<file path="config.mk">
export PLATFORM = sky130hd
export DESIGN_NAME = led_scan_ctrl
export DESIGN_NICKNAME = d
export VERILOG_FILES = /design/src/rtl/led_panel_pkg.sv /design/src/rtl/led_scan_hold_timer.sv /design/src/rtl/led_scan_ctrl.sv
export SDC_FILE = /design/constraint.sdc
export NUM_CORES = 1
export LEC_CHECK = 0
export CAP_MARGIN = 40
export CORE_ASPECT_RATIO = 1.2
export CORE_MARGIN = 3
export CORE_UTILIZATION = 55
export DETAILED_ROUTE_END_ITERATION = 7
export PLACE_DENSITY = 0.82
export SETUP_SLACK_MARGIN = 0.05
export SLEW_MARGIN = 20
export SYNTH_ARGS = -nofsm -noshare
export SYNTH_HDL_FRONTEND = slang
export SYNTH_SLANG_ARGS = --single-unit
</file>
<file path="constraint.sdc">
create_clock -name CLK -period 2.3 [get_ports CLK]
set_input_delay 0.575 -clock CLK [delete_from_list [all_inputs] [get_ports CLK]]
set_output_delay 0.575 -clock CLK [all_outputs]
set_load 0.02 [all_outputs]
</file>
<file path="src/rtl/led_panel_pkg.sv">
// Shared scan-state encoding, colour bit positions and default panel geometry
// for the LED panel scan path.
package led_panel_pkg;

  localparam int DEF_COLS = 32;
  localparam int DEF_ROWS = 16;
  localparam int DEF_HOLD = 64;

  localparam int ROW_W = $clog2(DEF_ROWS);
  localparam int COL_W = $clog2(DEF_COLS);

  // Bit positions inside the {r,g,b} pixel word coming from the framebuffer.
  localparam int RGB_R = 2;
  localparam int RGB_G = 1;
  localparam int RGB_B = 0;

  typedef enum logic [2:0] {
    ARST,
    FETCH,
    SETUP,
    SCLK,
    LATCH,
    DISPLAY,
    ADVANCE
  } scan_state_t;

endpackage

</file>
<file path="src/rtl/led_scan_hold_timer.sv">
// Loadable down-counter that paces how long a latched row stays un-blanked.
// It steps once per enabled tick, sticks at zero and flags it.
module led_scan_hold_timer #(
  parameter int W = 7
) (
  input  logic         CLK,
  input  logic         rst,
  input  logic         i_load,
  input  logic [W-1:0] i_loadVal,
  input  logic         i_dec,
  output logic         o_zero
);

  logic [W-1:0] r_count;

  always_ff @(posedge CLK) begin
    if (rst) begin
      r_count <= '0;
    end else if (i_load) begin
      r_count <= i_loadVal;
    end else if (i_dec && (r_count != '0)) begin
      r_count <= r_count - 1'b1;
    end
  end

  assign o_zero = (r_count == '0);

endmodule

</file>
<file path="src/rtl/led_scan_ctrl.sv">
// Scan sequencer: fetches each row from the framebuffer, shifts it out, latches it,
// shows it for a hold time and steps the panel row counter. Option macro: LED_SCAN_BRIGHT_EN.
module led_scan_ctrl
  import led_panel_pkg::*;
#(
  parameter int COLS       = DEF_COLS,
  parameter int ROWS       = DEF_ROWS,
  parameter int HOLD_TICKS = DEF_HOLD
) (
  input  logic                                  CLK,
  input  logic                                  rst,
  input  logic                                  tick,
  output logic                                  pix_req,
  output logic [$clog2(ROWS)+$clog2(COLS)-1:0]  pix_addr,
  input  logic                                  pix_ack,
  input  logic [2:0]                            pix_rgb,
  output logic                                  red_out,
  output logic                                  green_out,
  output logic                                  blue_out,
  output logic                                  sclk_out,
  output logic                                  latch_out,
  output logic                                  blank_out,
  output logic                                  aclk_out,
  output logic                                  arst_out,
  output logic                                  frame_done
`ifdef LED_SCAN_BRIGHT_EN
  ,
  input  logic [7:0]                            brightness
`endif
);

  localparam int ROW_BITS = $clog2(ROWS);
  localparam int COL_BITS = $clog2(COLS);
`ifdef LED_SCAN_BRIGHT_EN
  localparam int HOLD_W = 8;
`else
  localparam int HOLD_W = $clog2(HOLD_TICKS + 1);
`endif

  scan_state_t         r_state;
  logic [ROW_BITS-1:0] r_row;
  logic [COL_BITS-1:0] r_col;
  logic                r_arstPend;

  logic [ROW_BITS-1:0] w_rowNext;
  logic [COL_BITS-1:0] w_colNext;
  logic                w_lastRow;
  logic                w_lastCol;
  logic                w_holdLoad;
  logic                w_holdDec;
  logic                w_holdZero;
  logic [HOLD_W-1:0]   w_holdVal;
  logic                w_skipDisplay;

  assign w_rowNext  = r_row + 1'b1;
  assign w_colNext  = r_col + 1'b1;
  assign w_lastRow  = (r_row == ROW_BITS'(ROWS - 1));
  assign w_lastCol  = (r_col == COL_BITS'(COLS - 1));
  assign w_holdLoad = (r_state == LATCH) && tick;
  assign w_holdDec  = (r_state == DISPLAY) && tick;

`ifdef LED_SCAN_BRIGHT_EN
  assign w_holdVal     = brightness - 8'd1;
  assign w_skipDisplay = (brightness == 8'd0);
`else
  assign w_holdVal     = HOLD_W'(HOLD_TICKS - 1);
  assign w_skipDisplay = 1'b0;
`endif

  led_scan_hold_timer #(
    .W(HOLD_W)
  ) u_holdTimer (
    .CLK       (CLK),
    .rst       (rst),
    .i_load    (w_holdLoad),
    .i_loadVal (w_holdVal),
    .i_dec     (w_holdDec),
    .o_zero    (w_holdZero)
  );

  // Outputs are registered alongside the state so they change on the same edge
  // as the transition. latch/aclk/arst/frame_done are one-CLK entry pulses; after
  // a reset the ARST pulse is still owed, so ARST issues it before waiting for tick.
  always_ff @(posedge CLK) begin
    if (rst) begin
      r_state    <= ARST;
      r_row      <= '0;
      r_col      <= '0;
      r_arstPend <= 1'b1;
      pix_req    <= 1'b0;
      pix_addr   <= '0;
      red_out    <= 1'b0;
      green_out  <= 1'b0;
      blue_out   <= 1'b0;
      sclk_out   <= 1'b0;
      latch_out  <= 1'b0;
      blank_out  <= 1'b1;
      aclk_out   <= 1'b0;
      arst_out   <= 1'b0;
      frame_done <= 1'b0;
    end else begin
      latch_out  <= 1'b0;
      aclk_out   <= 1'b0;
      arst_out   <= 1'b0;
      frame_done <= 1'b0;
      case (r_state)
        ARST: begin
          r_row <= '0;
          r_col <= '0;
          if (r_arstPend) begin
            arst_out   <= 1'b1;
            r_arstPend <= 1'b0;
          end else if (tick) begin
            r_state  <= FETCH;
            pix_req  <= 1'b1;
            pix_addr <= '0;
          end
        end
        FETCH: begin
          if (pix_ack) begin
            red_out   <= pix_rgb[RGB_R];
            green_out <= pix_rgb[RGB_G];
            blue_out  <= pix_rgb[RGB_B];
            pix_req   <= 1'b0;
            r_state   <= SETUP;
          end
        end
        SETUP: begin
          if (tick) begin
            sclk_out <= 1'b1;
            r_state  <= SCLK;
          end
        end
        SCLK: begin
          if (tick) begin
            sclk_out <= 1'b0;
            if (w_lastCol) begin
              r_col     <= '0;
              latch_out <= 1'b1;
              r_state   <= LATCH;
            end else begin
              r_col    <= w_colNext;
              pix_req  <= 1'b1;
              pix_addr <= {r_row, w_colNext};
              r_state  <= FETCH;
            end
          end
        end
        LATCH: begin
          if (tick) begin
            if (w_skipDisplay) begin
              frame_done <= w_lastRow;
              aclk_out   <= !w_lastRow;
              r_state    <= ADVANCE;
            end else begin
              blank_out <= 1'b0;
              r_state   <= DISPLAY;
            end
          end
        end
        DISPLAY: begin
          if (tick && w_holdZero) begin
            blank_out  <= 1'b1;
            frame_done <= w_lastRow;
            aclk_out   <= !w_lastRow;
            r_state    <= ADVANCE;
          end
        end
        ADVANCE: begin
          if (tick) begin
            if (w_lastRow) begin
              r_row    <= '0;
              r_col    <= '0;
              arst_out <= 1'b1;
              r_state  <= ARST;
            end else begin
              r_row    <= w_rowNext;
              pix_req  <= 1'b1;
              pix_addr <= {w_rowNext, {COL_BITS{1'b0}}};
              r_state  <= FETCH;
            end
          end
        end
        default: r_state <= ARST;
      endcase
    end
  end

endmodule
</file>
==> run summary, run 1 <==
Worst Setup SP: r_col[0]$_SDFFE_PP0P_
Register Area: 781 µm²
Resized Gates After CTS: 0
Hold Crit Class: reg -> reg
Final worst slack: 0.196 ns
Clock slew at reported path FFs: 0.08 ns
Core box area: 3450 µm²
Reg-to-reg slack, setup: 0.20 ns
Xor-xnor portion of the synthesized cell area: 0.0427
DR iter-0 viols: 67
Post-CTS setup buffers: 0
Critical path data arrival time: 2.31 ns
Clock sink count: 39
Mapped Cells: 237
Fmax: 475 MHz
Vias: 1774
Most frequent cells in the layout: dfxtp_1, clkdlybuf4s50_1, a21oi_1
First-pass GRT wire length: 7640 µm
Vias/cell: 5.93
Placed instance area: 2380 µm²
Share of cells above drive strength 1: 0.122
CTS tree: done
Row count: 23
CP endpoint kind: flip-flop
Hold_sp: pix_req$_SDFFE_PP0P_
Most common cell after layout, fill and taps aside: dfxtp_1
DPL Wire Length: 3080 µm
Final Cycle Share: 0.915
Final hold violations: 0
Reg-to-reg startpoint: r_col[0]$_SDFFE_PP0P_
Remaining antenna violation count after routing: 0
Post-synthesis compound-gate area fraction: 0.184
Final Non-Filler Cells: 299
Cell-by-cell listing of the critical path: ha_1 > and3_1 > ha_2 > nand3_1 > a21o_1 > and3_1 > buf_4 > a211oi_1
Element type at the critical path start: flip-flop
I/O pin count: 26
Final Critical Period: 2.10 ns
Final Setup Violations: 0
Final max-slew violation count: 0
Peak supply drop: 0.353 mV
Adder-cell area share of the yosys netlist: 0.0305
Die Width: 61.7 µm
MaxCap Viol Count: 0
Least-Margin Pin Slew: 0.696 ns
Post-synthesis cell area: 2050 µm²
Critical Path Max Stage Delay: 0.38 ns
Critical Path RT: 2.51 ns
Vias in the first global route: 1700
First-pass DRT Iterations: 4
Setup TNS: 0 ns
Initial antenna violation count: 0
Dominant synthesized flop cell: dfxtp_1
Fin area: 2480 µm²
Initial Util: 0.593
Hold endpoint: pix_req$_SDFFE_PP0P_
Final Util: 0.718
M2 GR Usage: 0.342
Final wirelength: 4410 µm
Residual DRC: 0
Post-synthesis sequential area ratio: 0.381
Leakage: 0.954 nW
Die height: 72.9 µm
Post-synth EDFFs: 0
Asr flop ratio synth: 0
Largest net degree at the start of global routing: 47
# diodes: 0
Relative slew slack: 0.535
Hold_buf cts: 0
Area Growth Syn to Fin: 20.9%
Die Area: 4500 µm²
Hold Path Stages: 2
Fill cells: 269
Synth Area per Inst: 8.65 µm²
Unrepaired setup endpoints after global routing: no
R2R depth: 8
Clock Latency Late Sink: 0.30 ns
Cell mode on critical path: and3_1
Pre-CTS WS: 0.0119 ns
Fin nets: 273
CP max stage cell: dfxtp_1
Grt ovf: 0
Post-Syn Nets: 249
#FFs+latches synth: 39
Crit path max fanout: 6
Power per Cell Area: 622 nW/µm²
Largest family of logic cells by synthesized area: simple AND/OR/NAND/NOR gates
CTS buffer count: 5
Wirelength per Cell: 14.7 µm
Total Routing Usage GR: 0.225
Simple logic cell fraction of the synthesized area: 0.230
Yosys cell types: 50
Met1 GRT Util: 0.300
Worst reg2reg endpoint: pix_addr[5]$_SDFFE_PP0P_
Clock root cell: clkbuf_8
Dpl cells: 291
Status: completed
CP Class: reg -> reg
GPL Wtd Cong: 0.801
Port buffer count: 25
Area of the multi-input gates: 1150 µm²
Met3 usage: 0.0549
Final Skew: 0.00902 ns
Synthesis Warnings: 0
Gr busiest metal: met2
Largest buffer count on any clock path: 2
Multiplexer share of the synthesized area: 0.0708
CTS H-tree depth: 2
## cells in the mapped netlist, drive strengths merged, types with 3 or more instances
library cell | number | share of area
a211oi | 6 | 0.024
a21o | 3 | 0.011
a21oi | 18 | 0.044
a31oi | 3 | 0.0092
and3 | 5 | 0.015
buf | 8 | 0.018
clkbuf | 15 | 0.028
dfxtp | 39 | 0.38
ha | 5 | 0.031
inv | 8 | 0.015
mux2 | 4 | 0.022
mux2i | 10 | 0.049
nand2 | 6 | 0.011
nand2b | 11 | 0.034
nand3 | 9 | 0.022
nand3b | 4 | 0.015
nor2 | 15 | 0.027
nor2b | 4 | 0.012
nor3 | 8 | 0.020
o211ai | 4 | 0.015
o21ai | 6 | 0.015
or3 | 4 | 0.012
xnor2 | 4 | 0.017
xor2 | 6 | 0.026
## state kept, by name (all words and copies together), names as in the netlist, 3 cells and up
name and flops:
pix_addr 9, r_col 5, r_row 4, r_state 3, u_holdTimer.r_count 7
## stage by stage
step                      hold WS, ns  power, mW
after floorplan                 0.448      0.933
after global placement          0.447       1.04
after detailed placement        0.449       1.05
after CTS                       0.465       1.55
after global routing            0.493       1.61
final                           0.460       1.54
## worst max path at each step
stage / end / cells after the start
detailed placement: pix_addr[0]$_SDFFE_PP0P_ / 5
CTS: pix_addr[5]$_SDFFE_PP0P_ / 8
global placement: pix_addr[0]$_SDFFE_PP0P_ / 5
floorplan: pix_addr[0]$_SDFFE_PP0P_ / 6
finish: pix_addr[5]$_SDFFE_PP0P_ / 8
global route: pix_addr[5]$_SDFFE_PP0P_ / 8
## layout make-up
type / instances / area share
multi-input cells: 167 / 0.462
inverters: 8 / 0.0121
flip-flops and latches: 39 / 0.315
repair buffers: 40 / 0.151
well taps: 37 / 0.0187
clock buffers: 8 / 0.0404
## power by group
group	switching (mW)	internal, mW
clock network	0.231	0.273
logic	0.149	0.150
registers	0.0372	0.702
total	0.417	1.12
## routing by layer
metal	up-vias	part of all wire
met5	-	0
met4	0	0.020
met3	9	0.045
met2	45	0.47
met1	823	0.46
li1	897	-
## cells by family (layout without fill, tap and decap cells)
logic type	after synthesis	after routing
simple gates	82	82
compound gates	56	56
flops	39	39
buf+inv	31	56
mux	14	14
xor+xnor	10	10
fa+ha+maj	5	5
## critical path: cells and delay by family, from the launching register on
family | cells | cell delay (ns)
adder cells (fa/ha/maj) | 2 | 0.52
flip-flops | 1 | 0.38
AND/OR/NAND/NOR | 3 | 0.48
AO/OA/AOI/OAI | 2 | 0.48
buffers and inverters | 1 | 0.16
No activity file was read; power rests on OpenSTA's default activity.
==> run 2: changes to the inputs <==
Settings changed: ABC_AREA set to 1, CTS_CLUSTER_SIZE set to 12.
==> run 2 against run 1 <==
Largest power group is now combinational logic; via count up 9.1%; critical endpoint is now pix_addr[4]; first-iteration DRC count up 3.0%; synthesized cell count up 28%; hold slack better by 0.0042 ns; non-clock buffer count down 9; register-to-register slack better by 0.27 ns; combinational power rose to 5.6 times the previous value.
==> run summary, run 2 <==
Yosys cell types: 31 (was 50)
Post-synthesis compound-gate area fraction: 0.0970 (was 0.184)
Reg-to-reg startpoint: r_col[0]$_SDFFE_PP0P_ (unchanged)
Post-CTS setup buffers: 0 (unchanged)
Vias/cell: 5.00 (was 5.93)
Unrepaired setup endpoints after global routing: no (unchanged)
Crit path max fanout: 2 (was 6)
Element type at the critical path start: flip-flop (unchanged)
MaxCap Viol Count: 0 (unchanged)
Hold_buf cts: 0 (unchanged)
Clock Latency Late Sink: 0.29 ns (was 0.30 ns)
Regs by FF count: pix_addr x9, u_holdTimer.r_count x7, r_col x5 (unchanged)
First-pass DRT Iterations: 4 (unchanged)
Asr flop ratio synth: 0 (unchanged)
Synth area leaders: dfxtp_1, nand2_1, nor2_1 (was dfxtp_1, mux2i_1, a21oi_1)
Post-synthesis sequential area ratio: 0.367 (was 0.381)
Grt ovf: 0 (unchanged)
Least-Margin Pin Slew: 0.406 ns (was 0.696 ns)
Fill cells: 327 (was 269)
Critical Path RT: 1.73 ns (was 2.51 ns)
Largest net degree at the start of global routing: 21 (was 47)
Most frequent cells in the layout: nand2_1, nor2_1, dfxtp_1 (was dfxtp_1, clkdlybuf4s50_1, a21oi_1)
Clock slew at reported path FFs: 0.07 ns (was 0.08 ns)
CTS buffer count: 5 (unchanged)
DPL Wire Length: 3290 µm (was 3080 µm)
I/O pin count: 26 (unchanged)
Die Area: 4660 µm² (was 4500 µm²)
Fmax: 545 MHz (was 475 MHz)
Final Skew: 0.00673 ns (was 0.00902 ns)
Final wirelength: 4410 µm (about the same)
Final Critical Period: 1.84 ns (was 2.10 ns)
Vias: 1936 (was 1774)
CP endpoint kind: output pin (was flip-flop)
Leakage: 1.16 nW (was 0.954 nW)
Remaining antenna violation count after routing: 0 (unchanged)
Largest family of logic cells by synthesized area: simple AND/OR/NAND/NOR gates (unchanged)
Seq pwr share: 0.324 (was 0.479)
Hold endpoint: pix_req$_SDFFE_PP0P_ (unchanged)
Status: completed (unchanged)
Simple logic cell fraction of the synthesized area: 0.383 (was 0.230)
Wirelength per Cell: 11.4 µm (was 14.7 µm)
Most instantiated library cell after synthesis: nand2_1 (was dfxtp_1)
Worst reg2reg endpoint: pix_addr[4]$_SDFFE_PP0P_ (was pix_addr[5]$_SDFFE_PP0P_)
Reg-to-reg slack, setup: 0.47 ns (was 0.20 ns)
Residual DRC: 0 (unchanged)
CP max stage cell: clkdlybuf4s50_1 (was dfxtp_1)
Fin nets: 346 (was 273)
R2R depth: 10 (was 8)
Clock sink count: 39 (unchanged)
Initial antenna violation count: 0 (unchanged)
Final Util: 0.689 (was 0.718)
Critical Path Max Stage Delay: 0.61 ns (was 0.38 ns)
Adder-cell area share of the yosys netlist: 0.0294 (was 0.0305)
Initial Util: 0.581 (was 0.593)
Peak supply drop: 0.756 mV (was 0.353 mV)
Gr busiest metal: met2 (unchanged)
Mapped Cells: 304 (was 237)
Vias in the first global route: 1820 (was 1700)
Hold Crit Class: reg -> reg (unchanged)
Xor-xnor portion of the synthesized cell area: 0.0329 (was 0.0427)
Row count: 24 (was 23)
GPL Wtd Cong: 0.887 (was 0.801)
CP Class: reg -> out (was reg -> reg)
Clock root cell: clkbuf_8 (unchanged)
Critical path data arrival time: 1.26 ns (was 2.31 ns)
Area Growth Syn to Fin: 18.6% (was 20.9%)
Port buffer count: 25 (unchanged)
Final max-slew violation count: 0 (unchanged)
First-pass GRT wire length: 7710 µm (was 7640 µm)
Largest area contributor in the netlist: dfxtp_1 (unchanged)
Relative slew slack: 0.727 (was 0.535)
Multiplexer share of the synthesized area: 0 (was 0.0708)
Largest register FFs: 9 (unchanged)
Largest buffer count on any clock path: 2 (unchanged)
Cell family with most CP delay: buffers and inverters (was adder cells)
Largest reg by FF count: pix_addr (unchanged)
Setup TNS: 0 ns (unchanged)
Post-Syn Nets: 316 (was 249)
Net Sw Frac: 0.441 (was 0.271)
Core box area: 3660 µm² (was 3450 µm²)
CTS H-tree depth: 2 (unchanged)
Post-synthesis cell area: 2130 µm² (was 2050 µm²)
CTS tree: done (unchanged)
Hold_sp: pix_req$_SDFFE_PP0P_ (unchanged)
M2 GR Usage: 0.360 (was 0.342)
Cell-by-cell listing of the critical path: clkdlybuf4s50_1 (was ha_1 > and3_1 > ha_2 > nand3_1 > a21o_1 > and3_1 > buf_4 > a211oi_1)
Clock share of power: 0.158 (was 0.327)
Met3 usage: 0.0589 (was 0.0549)
Die height: 74.1 µm (was 72.9 µm)
Hold Path Stages: 2 (unchanged)
Share of cells above drive strength 1: 0.134 (was 0.122)
Gate power share: 0.519 (was 0.194)
Most common cell after layout, fill and taps aside: nand2_1 (was dfxtp_1)
Die Width: 62.8 µm (was 61.7 µm)
Resized Gates After CTS: 0 (unchanged)
Final Cycle Share: 0.798 (was 0.915)
Worst Path Buf+Inv: 1 (unchanged)
Final Setup Violations: 0 (unchanged)
Synthesis Warnings: 0 (unchanged)
Switch Pwr: 1.41 mW (was 0.417 mW)
# diodes: 0 (unchanged)
Top cell type's share of synthesized area: 0.367 (was 0.381)
Synth top cells by count: nand2_1, nor2_1, dfxtp_1, inv_1, a21oi_1 (was dfxtp_1, a21oi_1, nor2_1, clkbuf_1, nand2b_1)
Synth Area per Inst: 7.00 µm² (was 8.65 µm²)
Total Routing Usage GR: 0.206 (was 0.225)
DR iter-0 viols: 69 (was 67)
#FFs+latches synth: 39 (unchanged)
Met1 GRT Util: 0.236 (was 0.300)
Power per Cell Area: 1270 nW/µm² (was 622 nW/µm²)
Post-synth EDFFs: 0 (unchanged)
Internal power: 1.79 mW (was 1.12 mW)
Dominant synthesized flop cell: dfxtp_1 (unchanged)
Final hold violations: 0 (unchanged)
[run 2: routing by layer]
metal	part of all wire	up-vias
li1	-	1016
met1	0.44	874
met2	0.51	38
met3	0.038	8
met4	0.015	0
met5	0	-
[run 2: worst max path at each step]
| stage | startpoint | cells past startpoint | slack, ns | to |
|---|---|---|---|---|
| global route | r_col[0]$_SDFFE_PP0P_ | 10 | 0.33 | pix_addr[4]$_SDFFE_PP0P_ |
| floorplan | rst | 5 | 0.71 | r_arstPend$_SDFFE_PP1N_ |
| CTS | pix_addr[4]$_SDFFE_PP0P_ | 1 | 0.45 | pix_addr[4] |
| finish | pix_addr[4]$_SDFFE_PP0P_ | 1 | 0.46 | pix_addr[4] |
| global placement | tick | 8 | 0.30 | u_holdTimer.r_count[1]$_SDFFE_PP0P_ |
| detailed placement | tick | 8 | 0.27 | u_holdTimer.r_count[1]$_SDFFE_PP0P_ |
[run 2: cell type report]
class	instances	area [µm²]	share of cell area
clock buffer	8	100	0.0396
inverter	34	129	0.0510
multi-input combinational	223	1150	0.457
sequential	39	781	0.309
tap	52	65.1	0.0258
timing repair buffer	31	295	0.117
[run 2: power by group through the flow]
stage / clock [mW] / combinational (mW) / sequential, mW
floorplan: 0 / 1.19 / 1.12
finish: 0.505 / 1.66 / 1.04
detailed placement: 0 / 1.65 / 1.05
global route: 0.538 / 1.91 / 1.06
CTS: 0.516 / 1.67 / 1.03
global placement: 0 / 1.62 / 1.04
[run 2: metrics by stage]
step                setup WS (ns)  instance area [µm²]  total power, mW  hold WS [ns]  cells
floorplan                   0.706                 2130             2.31         0.450    304
global placement            0.298                 2420             2.67         0.443    379
detailed placement          0.265                 2420             2.70         0.453    379
CTS                         0.451                 2520             3.22         0.469    387
global route                0.329                 2520             3.50         0.492    387
finish                      0.464                 2520             3.20         0.464    387
[run 2: cells by family (layout without fill, tap and decap cells)]
family	Yosys count	count (layout)
AOI/OAI and AO/OA	39	39
xor gates and xnor gates	8	8
adders and majority gates	5	5
buffers and inverters	42	73
DFF	39	39
and+or+nand+nor	171	171
==> run 3: changes to the inputs <==
Clock period 2.3 ns to 1.7 ns, I/O delays scaled along.
==> run 3 against run 2 <==
Critical path depth up 9; die area unchanged; combinational power up 59%; largest cell class unchanged; routed wire length up 25%; first-iteration DRC count up 68%.
==> run summary, run 3 (same netlist as run 2, synthesis figures left out) <==
Gate power share: 0.530 (was 0.519)
Most common cell after layout, fill and taps aside: nand2_1 (unchanged)
GPL Wtd Cong: 0.871 (was 0.887)
Final wirelength: 5500 µm (was 4410 µm)
Largest buffer count on any clock path: 2 (unchanged)
Hold_sp: pix_req$_SDFFE_PP0P_ (unchanged)
First-pass GRT wire length: 8630 µm (was 7710 µm)
Largest register FFs: 9 (unchanged)
Final hold violations: 0 (unchanged)
Initial antenna violation count: 0 (unchanged)
Gr busiest metal: met2 (unchanged)
Share of cells above drive strength 1: 0.251 (was 0.134)
CTS tree: done (unchanged)
Die height: 74.1 µm (unchanged)
Grt ovf: 0 (unchanged)
Area Growth Syn to Fin: 32.7% (was 18.6%)
CTS buffer count: 5 (unchanged)
Fmax: 608 MHz
Crit path max fanout: 8 (was 2)
Final Util: 0.771 (was 0.689)
Worst reg2reg endpoint: pix_addr[7]$_SDFFE_PP0P_ (was pix_addr[4]$_SDFFE_PP0P_)
Setup TNS: 0 ns (unchanged)
Met3 usage: 0.0423 (was 0.0589)
CP max stage cell: dfxtp_2 (was clkdlybuf4s50_1)
Final Skew: 0.0103 ns (was 0.00673 ns)
M2 GR Usage: 0.425 (was 0.360)
Die Width: 62.8 µm (unchanged)
Fin nets: 374 (was 346)
Clock root cell: clkbuf_8 (unchanged)
R2R depth: 10 (unchanged)
Final Critical Period: 1.65 ns
Internal power: 2.82 mW (was 1.79 mW)
Hold endpoint: pix_req$_SDFFE_PP0P_ (unchanged)
Peak supply drop: 1.19 mV (was 0.756 mV)
Clock share of power: 0.185 (was 0.158)
Leakage: 1.42 nW (was 1.16 nW)
CTS H-tree depth: 2 (unchanged)
Critical path data arrival time: 1.83 ns (was 1.26 ns)
Final max-slew violation count: 0 (unchanged)
Clock Latency Late Sink: 0.30 ns (was 0.29 ns)
Most frequent cells in the layout: nand2_1, nor2_1, dfxtp_1, buf_4, inv_1 (was nand2_1, nor2_1, dfxtp_1)
Vias/cell: 5.19 (was 5.00)
First-pass DRT Iterations: 4 (unchanged)
Element type at the critical path start: flip-flop (unchanged)
CP endpoint kind: flip-flop (was output pin)
Core box area: 3660 µm² (unchanged)
DR iter-0 viols: 116 (was 69)
Largest reg by FF count: pix_addr (unchanged)
I/O pin count: 26 (unchanged)
Port buffer count: 25 (unchanged)
Least-Margin Pin Slew: 0.383 ns (was 0.406 ns)
# diodes: 0 (unchanged)
Vias in the first global route: 1952 (was 1820)
Initial Util: 0.581 (unchanged)
Clock slew at reported path FFs: 0.08 ns (was 0.07 ns)
Met1 GRT Util: 0.272 (was 0.236)
Reg-to-reg startpoint: r_col[0]$_SDFFE_PP0P_ (unchanged)
Clock sink count: 39 (unchanged)
Total Routing Usage GR: 0.234 (was 0.206)
Final Setup Violations: 0 (unchanged)
Status: completed (unchanged)
Unrepaired setup endpoints after global routing: yes (was no)
Cell-by-cell listing of the critical path: ha_4 > nand2_2 > nor2_2 > ha_2 > nand2_2 > nand3_4 > nor2_4 > nand2_1 > nand2_1 > nor2_1 (was clkdlybuf4s50_1)
Power per Cell Area: 1760 nW/µm² (was 1270 nW/µm²)
Critical Path Max Stage Delay: 0.34 ns (was 0.61 ns)
Vias: 2153 (was 1936)
DPL Wire Length: 3550 µm (was 3290 µm)
Critical Path RT: 1.89 ns (was 1.73 ns)
Seq pwr share: 0.285 (was 0.324)
Final Cycle Share: 0.968
Residual DRC: 0 (unchanged)
Die Area: 4660 µm² (unchanged)
Reg-to-reg slack, setup: 0.05 ns (was 0.47 ns)
Row count: 24 (unchanged)
Largest net degree at the start of global routing: 21 (unchanged)
Hold Crit Class: reg -> reg (unchanged)
Remaining antenna violation count after routing: 0 (unchanged)
Switch Pwr: 2.15 mW (was 1.41 mW)
CP Class: reg -> reg (was reg -> out)
Net Sw Frac: 0.432 (was 0.441)
MaxCap Viol Count: 0 (unchanged)
Worst Setup SP: r_col[0]$_SDFFE_PP0P_ (was pix_addr[4]$_SDFFE_PP0P_)
Regs by FF count: pix_addr x9, u_holdTimer.r_count x7, r_col x5 (unchanged)
Hold Path Stages: 2 (unchanged)
Wirelength per Cell: 13.3 µm (was 11.4 µm)
Relative slew slack: 0.743 (was 0.727)
-- run 3: critical path, delay by kind of cell (launching register included) --
family                     cells  cell delay, ns
DFF                            1            0.34
and+or+nand+nor                8            0.80
adders and majority gates      2            0.37
-- run 3: through the flow --
step | area, µm² | hold WS (ns) | worst slack [ns] | std cells | power, mW
after global placement | 2600 | 0.441 | -0.0333 | 402 | 3.82
after floorplan | 2130 | 0.450 | 0.152 | 304 | 3.12
after CTS | 2740 | 0.456 | 0.0256 | 412 | 4.82
after global routing | 2830 | 0.475 | -0.0447 | 415 | 5.33
final | 2830 | 0.451 | 0.0545 | 415 | 4.97
after detailed placement | 2600 | 0.444 | -0.0866 | 402 | 3.90
-- run 3: how the worst max path moves through the flow --
stage,depth (start not counted),slack (ns),to
after floorplan,10,0.15,r_col[1]$_SDFFE_PP0P_
after global placement,8,-0.03,r_state[2]$_SDFFE_PP0P_
after detailed placement,9,-0.09,r_state[2]$_SDFFE_PP0P_
after CTS,9,0.03,pix_addr[6]$_SDFFE_PP0P_
after global routing,10,-0.04,pix_addr[7]$_SDFFE_PP0P_
final,10,0.05,pix_addr[7]$_SDFFE_PP0P_
-- run 3: area by class of cell --
cell class	count	area, µm²
fill	270	838
clock buffer	6	72.6
clock inverter	2	60.1
timing repair buffer	58	487
tap	52	65.1
inverter	34	129
multi-input combinational	224	1220
sequential	39	788
-- run 3: per-layer routing --
layer,up-vias,part of all wire
met4,0,0.021
li1,1075,-
met5,-,0
met2,65,0.52
met3,15,0.044
met1,998,0.41
-- run 3: power by group through the flow --
stage	Sequential, mW	Clock (mW)	Combinational, mW
finish	1.42	0.919	2.64
global route	1.45	0.958	2.93
CTS	1.39	0.921	2.51
detailed placement	1.41	0	2.49
global placement	1.40	0	2.42
floorplan	1.51	0	1.61
-- run 3: what timing repair did --
item | CTS | global route
resized for setup | 18 | 21
gates cloned | 1 | 0
buffers inserted | 1 | 3
pin swaps | 3 | 9
setup endpoints to repair | 31 | 22
hold buffers | 0 | 0
